==> src/rtl/alu_pipe_if.sv <==
// Handshaked operand/result bundle for alu_pipe.
// The master drives operands and result acceptance; the slave (the ALU) drives results.
interface alu_pipe_if #(
    parameter int unsigned WIDTH = 8
);
    logic [WIDTH-1:0] A;
    logic [WIDTH-1:0] B;
    logic [3:0]       Op;
    logic             in_valid;
    logic             in_ready;
    logic [WIDTH-1:0] Result;
    logic [WIDTH-1:0] ResultHi;
    logic [3:0]       Flags;
    logic             out_err;
    logic             out_valid;
    logic             out_ready;

    modport master (
        output A, B, Op, in_valid, out_ready,
        input  in_ready, Result, ResultHi, Flags, out_err, out_valid
    );

    modport slave (
        input  A, B, Op, in_valid, out_ready,
        output in_ready, Result, ResultHi, Flags, out_err, out_valid
    );
endinterface

==> src/rtl/alu_pipe.sv <==
// Registered, handshaked ALU with an iterative shift-add unsigned multiplier.
// Define ALU_SAT_EN to make ADD/SUB saturate as signed instead of wrapping.
module alu_pipe #(
    parameter int unsigned WIDTH = 8
) (
    input logic   clk,
    input logic   reset,
    alu_pipe_if.slave bus
);
    localparam int unsigned SHW = $clog2(WIDTH);
    localparam int unsigned MSB = WIDTH - 1;

    localparam logic [3:0] OP_ADD = 4'd0;
    localparam logic [3:0] OP_SUB = 4'd1;
    localparam logic [3:0] OP_AND = 4'd2;
    localparam logic [3:0] OP_OR  = 4'd3;
    localparam logic [3:0] OP_XOR = 4'd4;
    localparam logic [3:0] OP_NOT = 4'd5;
    localparam logic [3:0] OP_SHL = 4'd6;
    localparam logic [3:0] OP_SHR = 4'd7;
    localparam logic [3:0] OP_SRA = 4'd8;
    localparam logic [3:0] OP_MUL = 4'd9;

    typedef enum logic {IDLE, MUL} state_t;

    state_t             state_q, state_d;
    logic [SHW-1:0]     cnt_q, cnt_d;
    logic [2*WIDTH-1:0] mcand_q, mcand_d;
    logic [WIDTH-1:0]   mplier_q, mplier_d;
    logic [2*WIDTH-1:0] acc_q, acc_d;
    logic [WIDTH-1:0]   res_q, res_d;
    logic [WIDTH-1:0]   hi_q, hi_d;
    logic [3:0]         flags_q, flags_d;
    logic               err_q, err_d;
    logic               ovalid_q, ovalid_d;

    logic               in_ready;
    logic               accept;
    logic               mul_last;
    logic [2*WIDTH-1:0] step_acc;

    logic [WIDTH:0]     add_ext, sub_ext;
    logic               add_v, sub_v;
    logic [WIDTH-1:0]   sat_val;
    logic [SHW-1:0]     shamt;
    logic [WIDTH-1:0]   alu_res;
    logic               alu_c, alu_v, alu_err;
    logic [3:0]         alu_flags;

    assign accept   = bus.in_valid && in_ready;
    assign mul_last = (cnt_q == SHW'(WIDTH - 1));
    assign step_acc = acc_q + (mplier_q[0] ? mcand_q : '0);

    assign add_ext = {1'b0, bus.A} + {1'b0, bus.B};
    assign sub_ext = {1'b0, bus.A} - {1'b0, bus.B};
    assign add_v   = (bus.A[MSB] == bus.B[MSB]) && (add_ext[MSB] != bus.A[MSB]);
    assign sub_v   = (bus.A[MSB] != bus.B[MSB]) && (sub_ext[MSB] != bus.A[MSB]);
    // Any signed overflow of A+B or A-B goes in the direction of A's sign.
    assign sat_val = bus.A[MSB] ? {1'b1, {(WIDTH-1){1'b0}}} : {1'b0, {(WIDTH-1){1'b1}}};
    assign shamt   = bus.B[SHW-1:0];

    always_comb begin
        alu_res = '0;
        alu_c   = 1'b0;
        alu_v   = 1'b0;
        alu_err = 1'b0;
        case (bus.Op)
            OP_ADD: begin
                alu_res = add_ext[WIDTH-1:0];
                alu_c   = add_ext[WIDTH];
                alu_v   = add_v;
`ifdef ALU_SAT_EN
                if (add_v) alu_res = sat_val;
`endif
            end
            OP_SUB: begin
                alu_res = sub_ext[WIDTH-1:0];
                alu_c   = sub_ext[WIDTH];
                alu_v   = sub_v;
`ifdef ALU_SAT_EN
                if (sub_v) alu_res = sat_val;
`endif
            end
            OP_AND: alu_res = bus.A & bus.B;
            OP_OR:  alu_res = bus.A | bus.B;
            OP_XOR: alu_res = bus.A ^ bus.B;
            OP_NOT: alu_res = ~bus.A;
            OP_SHL: alu_res = bus.A << shamt;
            OP_SHR: alu_res = bus.A >> shamt;
            OP_SRA: alu_res = WIDTH'($signed(bus.A) >>> shamt);
            OP_MUL: alu_res = '0;
            default: alu_err = 1'b1;
        endcase
        alu_flags = alu_err ? 4'b0000 : {alu_res[MSB], alu_v, alu_c, alu_res == '0};
    end

    always_ff @(posedge clk or negedge reset) begin
        if (!reset) state_q <= IDLE;
        else        state_q <= state_d;
    end

    always_comb begin
        state_d = state_q;
        case (state_q)
            IDLE:    if (accept && bus.Op == OP_MUL) state_d = MUL;
            MUL:     if (mul_last) state_d = IDLE;
            default: state_d = IDLE;
        endcase
    end

    always_comb begin
        in_ready = (state_q == IDLE) && (!ovalid_q || bus.out_ready);
    end

    always_comb begin
        cnt_d    = cnt_q;
        mcand_d  = mcand_q;
        mplier_d = mplier_q;
        acc_d    = acc_q;
        res_d    = res_q;
        hi_d     = hi_q;
        flags_d  = flags_q;
        err_d    = err_q;
        ovalid_d = ovalid_q;
        if (state_q == MUL) begin
            acc_d    = step_acc;
            mcand_d  = mcand_q << 1;
            mplier_d = mplier_q >> 1;
            cnt_d    = cnt_q + 1'b1;
            if (mul_last) begin
                cnt_d    = '0;
                res_d    = step_acc[WIDTH-1:0];
                hi_d     = step_acc[2*WIDTH-1:WIDTH];
                flags_d  = {step_acc[2*WIDTH-1], 1'b0,
                            step_acc[2*WIDTH-1:WIDTH] != '0, step_acc == '0};
                err_d    = 1'b0;
                ovalid_d = 1'b1;
            end
        end else begin
            if (ovalid_q && bus.out_ready) ovalid_d = 1'b0;
            if (accept) begin
                if (bus.Op == OP_MUL) begin
                    mcand_d  = {{WIDTH{1'b0}}, bus.A};
                    mplier_d = bus.B;
                    acc_d    = '0;
                    cnt_d    = '0;
                end else begin
                    res_d    = alu_res;
                    hi_d     = '0;
                    flags_d  = alu_flags;
                    err_d    = alu_err;
                    ovalid_d = 1'b1;
                end
            end
        end
    end

    always_ff @(posedge clk or negedge reset) begin
        if (!reset) begin
            cnt_q    <= '0;
            mcand_q  <= '0;
            mplier_q <= '0;
            acc_q    <= '0;
            res_q    <= '0;
            hi_q     <= '0;
            flags_q  <= '0;
            err_q    <= 1'b0;
            ovalid_q <= 1'b0;
        end else begin
            cnt_q    <= cnt_d;
            mcand_q  <= mcand_d;
            mplier_q <= mplier_d;
            acc_q    <= acc_d;
            res_q    <= res_d;
            hi_q     <= hi_d;
            flags_q  <= flags_d;
            err_q    <= err_d;
            ovalid_q <= ovalid_d;
        end
    end

    assign bus.in_ready  = in_ready;
    assign bus.Result    = res_q;
    assign bus.ResultHi  = hi_q;
    assign bus.Flags     = flags_q;
    assign bus.out_err   = err_q;
    assign bus.out_valid = ovalid_q;
endmodule

==> src/flat_wrapper.sv <==
// flat-port wrapper written by rule: the top's interface ports become plain ports
module alu_pipe_flat 
#(
    parameter int unsigned WIDTH = 8
)
  (clk, reset, bus_A, bus_B, bus_Op, bus_in_valid, bus_out_ready, bus_in_ready, bus_Result, bus_ResultHi, bus_Flags, bus_out_err, bus_out_valid);
  alu_pipe_if #(.WIDTH(WIDTH)) bus_i ();
  input logic clk;
  input logic reset;
  input wire logic [$bits(bus_i.A)-1:0] bus_A;
  input wire logic [$bits(bus_i.B)-1:0] bus_B;
  input wire logic [$bits(bus_i.Op)-1:0] bus_Op;
  input wire logic [$bits(bus_i.in_valid)-1:0] bus_in_valid;
  input wire logic [$bits(bus_i.out_ready)-1:0] bus_out_ready;
  output wire logic [$bits(bus_i.in_ready)-1:0] bus_in_ready;
  output wire logic [$bits(bus_i.Result)-1:0] bus_Result;
  output wire logic [$bits(bus_i.ResultHi)-1:0] bus_ResultHi;
  output wire logic [$bits(bus_i.Flags)-1:0] bus_Flags;
  output wire logic [$bits(bus_i.out_err)-1:0] bus_out_err;
  output wire logic [$bits(bus_i.out_valid)-1:0] bus_out_valid;
  assign bus_i.A = bus_A;
  assign bus_i.B = bus_B;
  assign bus_i.Op = bus_Op;
  assign bus_i.in_valid = bus_in_valid;
  assign bus_i.out_ready = bus_out_ready;
  assign bus_in_ready = bus_i.in_ready;
  assign bus_Result = bus_i.Result;
  assign bus_ResultHi = bus_i.ResultHi;
  assign bus_Flags = bus_i.Flags;
  assign bus_out_err = bus_i.out_err;
  assign bus_out_valid = bus_i.out_valid;
  alu_pipe #(.WIDTH(WIDTH)) u_core (.clk(clk), .reset(reset), .bus(bus_i));
endmodule
==> config.mk <==
export PLATFORM = sky130hd
export DESIGN_NAME = alu_pipe_flat
export DESIGN_NICKNAME = d
export VERILOG_FILES = /design/src/rtl/alu_pipe_if.sv /design/src/rtl/alu_pipe.sv /design/src/flat_wrapper.sv
export SDC_FILE = /design/constraint.sdc
export NUM_CORES = 1
export LEC_CHECK = 0
export ABC_AREA = 1
export CAP_MARGIN = 20
export CORE_MARGIN = 10
export CORE_UTILIZATION = 50
export CTS_CLUSTER_DIAMETER = 150
export DETAILED_ROUTE_END_ITERATION = 12
export PLACE_DENSITY = 0.7
export SYNTH_ARGS = -nofsm -noshare
export SYNTH_HDL_FRONTEND = slang
export SYNTH_SLANG_ARGS = --single-unit
==> constraint.sdc <==
create_clock -name clk -period 3.1 [get_ports clk]
set_input_delay 0.62 -clock clk [delete_from_list [all_inputs] [get_ports clk]]
set_output_delay 0.62 -clock clk [all_outputs]
set_load 0.05 [all_outputs]
[After elaboration in Yosys (flattened, before gate mapping)]
Index checks and enable logic that the tools add are counted.
Word-level totals
  input port bits: 24
  flip-flop bits (word level): 66
  word-level logic and storage cells: 98
  output and inout bits: 23
Cells by class
  add/sub/neg operators: 4
  reductions and logical operators: 17
  muxes and demuxes: 43
  equal/unequal tests: 16
  bitwise gates (word level): 5
  shift-type cells: 3
Operators by type and width (count)
  $mux W16: 7
  $mux W8: 11
  $pmux W8 S9: 1
  $mux W4: 5
  $add A16 B16 Y16: 1
  $eq A4 B3 Y1 const B: 4
  $logic_not A16 Y1: 1
  $mux W1: 12
  $mux W3: 4
  $reduce_or A10 Y1: 1
  $add A8 B8 Y9: 1
  $sub A8 B8 Y9: 1
  $and A8 B8 Y8: 1
  $eq A4 B2 Y1 const B: 2
  $eq A4 B4 Y1 const B: 2
  $logic_not A8 Y1: 1
  $not A8 Y8: 1
  $or A8 B8 Y8: 1
  $reduce_bool A8 Y1: 1
  $shl A8 B3 Y8: 1
  $shr A8 B3 Y8: 1
  $sshr A8 B3 Y8: 1
  $xor A8 B8 Y8: 1
  $logic_and A1 B1 Y1: 6
  other kinds (15): 20

[Depth between registers and ports, before layout]
Gate-level depths: netlist of run 1.
  word-level depth: 8
  mapped depth: 20
  mapped depth without buffers: 18

[Worst setup path before layout of run 1]
No wires, ideal clock.
  kind: input-to-reg
  start point: in bus_B[2]
  end point: reg u_core.flags_q[3] (netlist: u_core.bus.Flags[3])
  required time: 2981 ps
  buffers on the path: 3
  cell stages on the path: 15
  library setup time: 119 ps
  data arrival time: 2504 ps
  path slack: 477 ps
  cell sequence: buf_4 > clkinv_1 > buf_2 > ha_1 > buf_4 > inv_1 > a21oi_1 > nand2_1 > nand3_1 > nand3_1 > nand3_1 > nand3_1 > o21ai_1 > nand3_1 > o21a_1
Between the ends
  longest elaborated chain between the ends: 6
  elaborated cells between the ends (all ways): 10
  classes of those cells: 2 x add/sub; 3 x shift; 5 x mux
RTL lines
  start: declaration: RTL line flat_wrapper.sv:11  | input wire logic [$bits(bus_i.B)-1:0] bus_B;
  $sub A8 B8 Y9, or another cell as far along: RTL line alu_pipe.sv:55  | assign sub_ext = {1'b0, bus.A} - {1'b0, bus.B};
  $pmux W8 S9 *: RTL line alu_pipe.sv:67  | case (bus.Op)
  $mux W4 *: RTL line alu_pipe.sv:94  | alu_flags = alu_err ? 4'b0000 : {alu_res[MSB], alu_v, alu_c, alu_res == '0};
  $mux W4 *: RTL line alu_pipe.sv:142  | if (bus.Op == OP_MUL) begin
  $mux W4 *: RTL line alu_pipe.sv:141  | if (accept) begin
  $mux W4 *: RTL line alu_pipe.sv:125  | if (state_q == MUL) begin
  end signal: assignment: RTL line alu_pipe.sv:176  | flags_q <= flags_d;
  end: declaration: RTL line alu_pipe.sv:33  | logic [3:0] flags_q, flags_d;
Mark *: on every way between the ends. The rest lies on a longest branch, timed or not. The select of a mux whose other input is x is not followed.
A chain may end at the register's enable or synchronous reset.

[Worst setup path after layout of run 1]
  start point: in bus_A[0]
  end point: reg u_core.flags_q[0] (netlist: u_core.bus.Flags[0])
Between the ends
  longest elaborated chain between the ends: 7
  elaborated cells between the ends (all ways): 15
  classes of those cells: 2 x add/sub; 3 x shift; 5 x mux; 4 x bitwise; 1 x reduce/logical
RTL lines
  start: declaration: RTL line flat_wrapper.sv:10  | input wire logic [$bits(bus_i.A)-1:0] bus_A;
  $sub A8 B8 Y9, or another cell as far along: RTL line alu_pipe.sv:55
  $pmux W8 S9 *: RTL line alu_pipe.sv:67
  $logic_not A8 Y1 *: RTL line alu_pipe.sv:94
  $mux W4 *: RTL line alu_pipe.sv:94
  $mux W4 *: RTL line alu_pipe.sv:142
  $mux W4 *: RTL line alu_pipe.sv:141
  $mux W4 *: RTL line alu_pipe.sv:125
Marked as above.

==> reports/qor.csv, run 1 <==
metric,value,unit
outcome,completed,
yosys-mux-area-fraction,0,
path_cells,clkdlybuf4s50_1 > ha_1 > inv_1 > fa_1 > inv_1 > nand3_1 > nand2_1 > nand2_1 > nand3_1 > nand3_1 > nor2_1 > nand2_1 > nor2_1 > nand4_1 > nand2_1 > nand2_1 > nand2_1,
syn_inst,852,
synth_xor_xnor_area_share,0.01251,
yosys_warnings,0,
grtUsageTotal,0.2234,
clk_latency,0.35,ns
synthTopCellsByArea,"dfrtp_1 29%, nand2_1 19%, ha_1 9.4%, nand3_1 7.5%, inv_1 6.5%",
critPathCaptureType,flip-flop,
drive_gt1_frac,0.08123,
finalHoldViolations,0,
async_flop_share,1.000,
fin_setup_tns,0,ns
cts_tree,done,
grt_pass1_wl,29100,um
core.rowCount,38,
cts_root_buf,clkbuf_8,
antennaDiodeCount,0,
p_per_area,846.1,nW/um^2
startpoint_type,primary input,
numCtsBuffers,9,
area_growth,15.26,%
setup_slack,0.2943,ns
fin_skew,0.008713,ns
reg2reg_to,u_core.bus.Flags[1],
arrival,3.09,ns
power_leakage,3.443,nW
path_delay_family,simple AND/OR/NAND/NOR gates,
io_buffers,46,
grt_max_degree,67,
setup_viol,0,
pwr-share-clk,0.120,
ys_seq_area_frac,0.2948,
fmax,0.3564,GHz
start_util,0.5145,
cts_resized,0,
path_class,primary input to flip-flop,
min_period_over_period,0.9051,
cp_common_cell,nand2_1,
syn-cell-area,5602,um^2
maxCapViolations,0,
die_h,125.8,um
ff2ff_path_depth,17,
rsz0062_at_grt,false,
routed_wl,18040,um
htree_levels,3,
fin_crit,2.806,ns
critical-path-max-stage-delay,0.55,ns
yosysTopAreaCell,dfrtp_1,
cts_sinks,66,
grt_pass1_vias,5717,
synth-simple-area-share,0.3598,
synth.most_common_cell,nand2_1,
p_sw_frac,0.5123,
die_area,15840,um^2
yosys.area_share.adder,0.1045,
synth_top_family_by_area,simple AND/OR/NAND/NOR gates,
drtIter0Drc,496,
reg2reg_from,u_core.mplier_q[0],
drc_errors,0,
comb_power_share,0.614,
dp_hpwl,14440,um
cts_hold_buf,0,
synth_top_cell_area_share,0.2948,
p_switching,2.798,mW
relSlewSlack,0.4408,
io_pins,47,
first_pass_iters,6,
post-route-util,0.5930,
cpMaxStageDelayCell,clkdlybuf4s50_1,
ir_worst_vdd,0.0004736,V
p_seq_frac,0.267,
nNetsFinal,976,
worstHoldPathType,primary input to async pin,
synthTopCellsByCount,"278 x nand2_1, 97 x inv_1, 84 x nand3_1",
crit_required,3.39,ns
via_per_inst,5.524,
worst_slew_pin_slew,0.8389,ns
gp_congestion,1.046,
drtAntennaViolNets,0,
dp_slack,-0.01432,ns
ys_ff_latch,66,
core_area,10890,um^2
synth_compound_area_frac,0.1325,
ys_types,41,
die_w,125.8,um
worst_hold_slack,0.4479,ns
wl_per_cell,17.16,um
grt-ovfl-total,0,
cts_buffer_depth,2,
slew_viol_final,0,
antenna_found_initial,0,
crit_fanout,4,
path_clk_slew,0.07,ns
syn_nets,921,
avgSynthCellArea,6.575,um^2
dominantRegCellSynth,dfrtp_1,
vias,5806,
synth_edf_count,0,
rrSetupSlack,0.40,ns
crit_buf_inv,3,
postCtsSetupBuffers,0,
p_int,2.664,mW
-- registers in the layout, indices dropped and copies added, names as in the netlist --
signal,flops
u_core.acc_q,16
u_core.bus.Flags,4
u_core.bus.Result,8
u_core.bus.ResultHi,8
u_core.bus.out_err,1
u_core.bus.out_valid,1
u_core.cnt_q,3
u_core.mcand_q,16
u_core.mplier_q,8
u_core.state_q,1
-- logic make-up (layout without fill, tap and decap cells) --
logic type,count (synthesis),count (layout)
AO/OA/AOI/OAI,126,126
XOR/XNOR,8,8
adder cells (fa/ha/maj),45,45
buffers and inverters,135,194
flip-flops,66,66
AND/OR/NAND/NOR,472,472
-- metal layers --
layer / vias to the layer above / share of wire / global-route usage
li1: 2866 / - / -
met1: 2691 / 0.42 / 0.2575
met2: 194 / 0.49 / 0.3923
met3: 55 / 0.040 / 0.02852
met4: 0 / 0.049 / 0.1232
met5: - / 0 / 0
-- worst max path at each step --
| stage | startpoint | slack, ns | depth (start not counted) | end |
|---|---|---|---|---|
| 2_1_floorplan | bus_B[2] | 0.48 | 15 | u_core.bus.Flags[3] |
| 3_3_place_gp | bus_A[0] | 0.07 | 17 | u_core.bus.Flags[0] |
| 3_5_place_dp | bus_A[0] | -0.01 | 17 | u_core.bus.Flags[0] |
| 4_1_cts | bus_A[0] | 0.35 | 17 | u_core.bus.Flags[0] |
| 5_1_grt | bus_A[0] | 0.07 | 17 | u_core.bus.Flags[0] |
| 6_report | bus_A[0] | 0.29 | 17 | u_core.bus.Flags[0] |
-- worst reg2reg max path, delay by kind of cell, from the launching register on --
family,cells,cell delay (ns)
adders and majority gates,2,0.64
AOI/OAI and AO/OA,1,0.25
and+or+nand+nor,13,1.25
DFF,1,0.43
buffers and inverters,1,0.04
-- power by group through the flow --
| stage | clock network [mW] | registers [mW] | logic [mW] |
|---|---|---|---|
| global placement | 0 | 1.46 | 3.26 |
| detailed placement | 0 | 1.47 | 3.31 |
| floorplan | 0 | 1.77 | 2.04 |
| CTS | 0.663 | 1.46 | 3.33 |
| finish | 0.654 | 1.46 | 3.35 |
| global route | 0.705 | 1.50 | 3.72 |
-- cells in the final DEF (no fill, tap or decap), drive strengths merged, types with 5 or more instances in the layout --
master,count
a21oi,32
a31oi,8
buf,27
clkbuf,12
clkdlybuf4s50,44
dfrtp,66
ha,42
inv,107
nand2,285
nand3,85
nand3b,6
nand4,12
nor2,68
nor3,7
o211ai,14
o21ai,49
o21bai,5
o22ai,8
or2,8
xor2,5
-- stage by stage --
| step | power, mW | std cells | instance area (um^2) |
|---|---|---|---|
| final | 5.462 | 1051 | 6456 |
| after global routing | 5.920 | 1051 | 6456 |
| after CTS | 5.452 | 1051 | 6456 |
| after detailed placement | 4.781 | 1036 | 6286 |
| after global placement | 4.721 | 1036 | 6286 |
| after floorplan | 3.816 | 852 | 5602 |
-- cell type report --
| cell class | instances | area, um^2 |
|---|---|---|
| Clock buffer | 12 | 155.1 |
| Clock inverter | 3 | 15.01 |
| Fill cell | 1051 | 4432 |
| Inverter | 108 | 405.4 |
| Multi-Input combinational cell | 651 | 3413 |
| Sequential cell | 66 | 1652 |
| Tap cell | 140 | 175.2 |
| Timing Repair Buffer | 71 | 640.6 |
(Power assumes the default switching activity.)
==> run 2: changes to the inputs <==
Settings changed: CORE_MARGIN 10 to 5, RECOVER_POWER set to 25.
==> run 2 against run 1 <==
Effect of this change:
- clock power fell by 4.0%
- non-clock buffer count did not move
- via count rose by 0.64%
- worst setup slack improved by 0.065 ns
- register-to-register slack improved by 0.11 ns
- critical endpoint unchanged
- largest cell class unchanged
- sequential cell count did not move
- wire length fell by 3.7%
==> reports/qor.csv, run 2 (synthesis results as in run 1) <==
metric,value,unit,change
p_per_area,839.5,nW/um^2,-0.78%
die_area,13420,um^2,-15%
postPlaceCellArea,6286,um^2,unchanged
reg2reg_to,u_core.bus.Flags[1],,
drtAntennaViolNets,0,,unchanged
min_period_over_period,0.8840,,-0.02108
ff2ff_path_depth,17,,unchanged
crit_end,u_core.bus.Flags[0],,
startpoint,bus_A[0],,
final_common_cell,nand2_1,,
cts_resized,0,,unchanged
rrSetupSlack,0.51,ns,+0.11 ns
reg2reg_from,u_core.mplier_q[0],,
antennaDiodeCount,0,,unchanged
cts_buffer_depth,2,,unchanged
core_area,10890,um^2,unchanged
final_area,6446,um^2,-0.16%
grt-ovfl-total,0,,unchanged
cts_hold_buf,0,,unchanged
htree_levels,3,,unchanged
outcome,completed,,
nNetsFinal,976,,unchanged
grt_pass1_wl,28670,um,-1.5%
io_buffers,46,,unchanged
gp_congestion,1.016,,-2.9%
worstHoldPathType,primary input to async pin,,
maxCapViolations,0,,unchanged
postCtsSetupBuffers,0,,unchanged
setup_slack,0.3596,ns,+0.06534 ns
power_leakage,3.435,nW,-0.23%
grt_pass1_vias,5797,,+1.4%
die_w,115.8,um,-7.9%
arrival,3.02,ns,-0.07 ns
setup_viol,0,,unchanged
numCtsBuffers,9,,unchanged
path_class,primary input to flip-flop,,
via_per_inst,5.554,,+0.54%
slew_viol_final,0,,unchanged
path_clk_slew,0.07,ns,about the same
io_pins,47,,unchanged
dp_slack,0.04663,ns,+0.06095 ns
antenna_found_initial,0,,unchanged
startpoint_type,primary input,,
die_h,115.8,um,-7.9%
first_pass_iters,5,,-1
grtUsageTotal,0.2735,,+0.05012
core.rowCount,38,,unchanged
mostFrequentLayoutCells,"278 x nand2_1, 97 x inv_1, 84 x nand3_1",,
grt_max_degree,58,,-13%
start_util,0.5145,,unchanged
crit_fanout,4,,unchanged
fin_setup_tns,0,ns,unchanged
worst_hold_slack,0.2164,ns,-0.2315 ns
clk_latency,0.35,ns,about the same
fin_crit,2.740,ns,-0.06534 ns
relSlewSlack,0.07002,,-0.3707
ir_worst_vdd,0.0004935,V,+4.2%
fin_skew,0.01042,ns,+0.001710 ns
fmax,0.3649,GHz,+2.4%
rsz0062_at_grt,false,,
cts_root_buf,clkbuf_8,,
drive_gt1_frac,0.07895,,-0.002282
drc_errors,0,,unchanged
cts_tree,done,,
vias,5843,,+0.64%
drtIter0Drc,436,,-12%
finalHoldViolations,0,,unchanged
dp_hpwl,13980,um,-3.2%
wl_per_cell,16.51,um,-3.8%
area_growth,15.08,%,
post-route-util,0.5920,,-0.0009190
critPathCaptureType,flip-flop,,
worst_slew_pin_slew,1.395,ns,+0.5561 ns
reg_top3,"u_core.acc_q: 16 flops, u_core.mcand_q: 16 flops",,
cts_sinks,66,,unchanged
routed_wl,17370,um,-3.7%
crit_required,3.38,ns,about the same
==> run 2: power by group <==
part / switching [mW] / leakage, nW / total (mW) / internal, mW
sequential: 0.234 / 0.838 / 1.47 / 1.23
combinational: 2.22 / 2.51 / 3.31 / 1.09
clock: 0.319 / 0.0872 / 0.628 / 0.309
==> run 2: worst max-delay path: stages <==
cell and delay [ns]:
clkdlybuf4s50_1 0.53, ha_1 0.25, inv_1 0.09, fa_1 0.40, inv_1 0.11, nand4_1 0.16, nand3_1 0.12, nand2_1 0.07
nand3_1 0.10, nand3_1 0.08, nor2_1 0.17, nand4_1 0.13, nand2_1 0.07, nand2_1 0.05, nand2_1 0.05
==> run 2: cell type report <==
class	count	area (um^2)
flip-flops and latches	66	1652
inverters	108	405.4
clock buffers	13	148.9
well taps	140	175.2
multi-input cells	651	3413
fillers	1097	4442
clock inverters	3	15.01
repair buffers	71	636.9
==> run 2: worst min-delay path by stage <==
stage,slack (ns),depth (start not counted),end
floorplan,0.32,0,u_core.acc_q[0]
global placement,0.46,2,u_core.bus.Result[4]
detailed placement,0.46,2,u_core.bus.Flags[1]
CTS,0.11,1,u_core.cnt_q[2]
global route,0.23,1,u_core.acc_q[1]
finish,0.22,1,u_core.acc_q[1]
==> run 2: metal layers <==
| layer | routed length (um) | track usage | up-vias |
|---|---|---|---|
| li1 | - | - | 2882 |
| met1 | 7207 | 0.3363 | 2699 |
| met2 | 8527 | 0.4776 | 212 |
| met3 | 923 | 0.02924 | 50 |
| met4 | 709 | 0.1323 | 0 |
| met5 | 0 | 0 | - |
==> run 2: per-stage QoR <==
step | total power [mW] | instances
2_1_floorplan | 3.816 | 852
3_3_place_gp | 4.703 | 1036
3_5_place_dp | 4.757 | 1036
4_1_cts | 5.404 | 1052
5_1_grt | 5.870 | 1052
6_report | 5.411 | 1052
==> run 3: changes to the inputs <==
Clock period 3.1 ns to 3 ns, I/O delays scaled along.
==> run 3 against run 2 <==
Effect of this change:
- largest power group unchanged
- the flow now finishes with violations (max-capacitance violations, max-slew violations)
- critical endpoint is now u_core.bus.Flags[1]
- utilization up 0.48 points
- non-clock buffer count increased by 7
- register-to-register slack lost 0.20 ns
- clock power is 0.6% lower
- cell area up 0.82%
==> reports/qor.csv, run 3 (synthesis results as in run 1) <==
metric,value,unit,change
outcome,finished with violations,,
violations,"max-capacitance violations, max-slew violations",,
io_pins,47,,unchanged
gp_congestion,0.9542,,-6.1%
rsz0062_at_grt,false,,
relSlewSlack,-0.06490,,-0.1349
htree_levels,3,,unchanged
worst_hold_slack,0.4838,ns,+0.2674 ns
final_area,6499,um^2,+0.82%
arrival,2.92,ns,-0.10 ns
first_pass_iters,7,,+2
crit_required,3.23,ns,-0.15 ns
postPlaceCellArea,6339,um^2,+0.84%
die_h,115.8,um,unchanged
postCtsSetupBuffers,0,,unchanged
p_switching,2.849,mW,+2.7%
fin_cells,1057,,+0.48%
dp_hpwl,14020,um,+0.29%
nNetsFinal,983,,+0.72%
seq_area,1652,um^2,unchanged
grt_max_degree,67,,+16%
core.rowCount,38,,unchanged
die_area,13420,um^2,unchanged
via_per_inst,5.492,,-1.1%
cpMaxStageDelayCell,dfrtp_1,,
drc_errors,0,,unchanged
worst_slew_pin_slew,1.597,ns,+0.2024 ns
mostFrequentLayoutCells,"278 x nand2_1, 97 x inv_1, 84 x nand3_1",,
p_int,2.734,mW,+3.7%
antennaDiodeCount,0,,unchanged
clk_latency,0.34,ns,about the same
grt_busiest_layer,met2,,
antenna_found_initial,0,,unchanged
fill_cells,1051,,-4.2%
io_buffers,46,,unchanged
pwr-share-clk,0.112,,-0.004
core_area,10890,um^2,unchanged
fin_skew,0.007567,ns,-0.002857 ns
grtUsageMet1,0.3387,,+0.002399
p_per_area,859.0,nW/um^2,+2.3%
p_sw_frac,0.5103,,-0.002545
grt-ovfl-total,0,,unchanged
hold_depth,2,,
fin_crit,2.690,ns,
crit_fanout,7,,+3
path_class,flip-flop to flip-flop,,
cts_sinks,66,,unchanged
p_seq_frac,0.274,,+0.003
drtAntennaViolNets,0,,unchanged
cp_common_cell,nand2_1,,
fin_setup_tns,0,ns,unchanged
critical-path-max-stage-delay,0.45,ns,-0.08 ns
numCtsBuffers,9,,unchanged
worstHoldPathType,flip-flop to flip-flop,,
comb_power_share,0.615,,+0.003
routed_wl,17350,um,-0.10%
grt_util_met2,0.4680,,-0.009590
vias,5805,,-0.65%
setup_viol,0,,unchanged
critPathCaptureType,flip-flop,,
path_clk_slew,0.06,ns,about the same
ff2ff_path_depth,17,,unchanged
finalHoldViolations,0,,unchanged
final_common_cell,nand2_1,,
drtIter0Drc,396,,-9.2%
multi_input_area,3417,um^2,+0.11%
post-route-util,0.5969,,+0.004826
fmax,0.3717,GHz,
power_leakage,3.466,nW,+0.91%
cts_hold_buf,0,,unchanged
reg_top3,"u_core.acc_q: 16 flops, u_core.mcand_q: 16 flops",,
wl_per_cell,16.41,um,-0.58%
ir_worst_vdd,0.0005039,V,+2.1%
start_util,0.5145,,unchanged
path_cells,nand2_1 > inv_1 > ha_1 > fa_1 > nand3_1 > nand2_1 > a21oi_2 > or2_1 > nand2_1 > nand2_1 > nand2_1 > nor2_1 > nand3_1 > nand2_1 > nand2_1 > nand2_1 > nand2_1,,
cts_tree,done,,
gr-usage-met3,0.03864,,+0.009399
grt_pass1_wl,28360,um,-1.1%
area_growth,16.02,%,
startpoint_type,flip-flop,,
place_inst,1043,,+0.68%
maxCapViolations,1,,+1
grtUsageTotal,0.2709,,-0.002614
cts_buffer_depth,2,,unchanged
cts_root_buf,clkbuf_8,,
grt_pass1_vias,5581,,-3.7%
cts_resized,0,,unchanged
slew_viol_final,67,,+67
die_w,115.8,um,unchanged
drive_gt1_frac,0.08833,,+0.009384
min_period_over_period,0.8968,,
==> run 3: cell types whose count changed in the layout (fill, tap and decap cells not counted) <==
cell	previous run	this run
a21oi_1	30	29
a21oi_2	2	3
buf_2	0	1
buf_4	25	32
clkbuf_1	4	1
clkinv_2	3	2
clkinvlp_4	0	1
==> run 3: power by group through the flow <==
stage / logic [mW] / clock network, mW / registers, mW
floorplan: 2.11 / 0 / 1.83
global placement: 3.36 / 0 / 1.52
detailed placement: 3.40 / 0 / 1.54
CTS: 3.42 / 0.638 / 1.52
global route: 3.83 / 0.684 / 1.57
finish: 3.43 / 0.624 / 1.53
==> run 3: path summary, 6_finish.rpt <==
| path | start | to | slack [ns] |
|---|---|---|---|
| min in group asynchronous | reset | u_core.acc_q[0] | 0.75 |
| max reg2reg | u_core.mplier_q[0] | u_core.bus.Flags[1] | 0.31 |
| max | u_core.mplier_q[0] | u_core.bus.Flags[1] | 0.31 |
| min | u_core.bus.Result[4] | u_core.bus.Result[4] | 0.48 |
| min reg2reg | u_core.bus.Result[4] | u_core.bus.Result[4] | 0.48 |
| max in group asynchronous | reset | u_core.bus.ResultHi[0] | 1.29 |
==> run 3: worst max-delay path, delay by kind of cell, from the launching register on <==
family	cells	cell delay, ns
flip-flops	1	0.45
AO/OA/AOI/OAI	1	0.20
AND/OR/NAND/NOR	13	1.24
buffers and inverters	1	0.04
adder cells (fa/ha/maj)	2	0.64
==> run 3: area by class of cell <==
type | count | area share
well taps | 140 | 0.02695
repair buffers | 78 | 0.1063
multi-input cells | 651 | 0.5258
flip-flops and latches | 66 | 0.2541
clock inverters | 3 | 0.002695
inverters | 108 | 0.06238
clock buffers | 11 | 0.02176
==> run 3: metrics by stage <==
step / setup slack, ns / total power, mW
floorplan: 0.3889 / 3.943
global placement: 0.05649 / 4.879
detailed placement: 0.06085 / 4.933
CTS: 0.2569 / 5.578
global route: 0.05914 / 6.083
finish: 0.3095 / 5.583
==> run 3: per-layer routing <==
| layer | up-vias | wire, um |
|---|---|---|
| met5 | - | 0 |
| met4 | 0 | 615 |
| met3 | 35 | 813 |
| met2 | 172 | 8533 |
| met1 | 2721 | 7387 |
| li1 | 2877 | - |
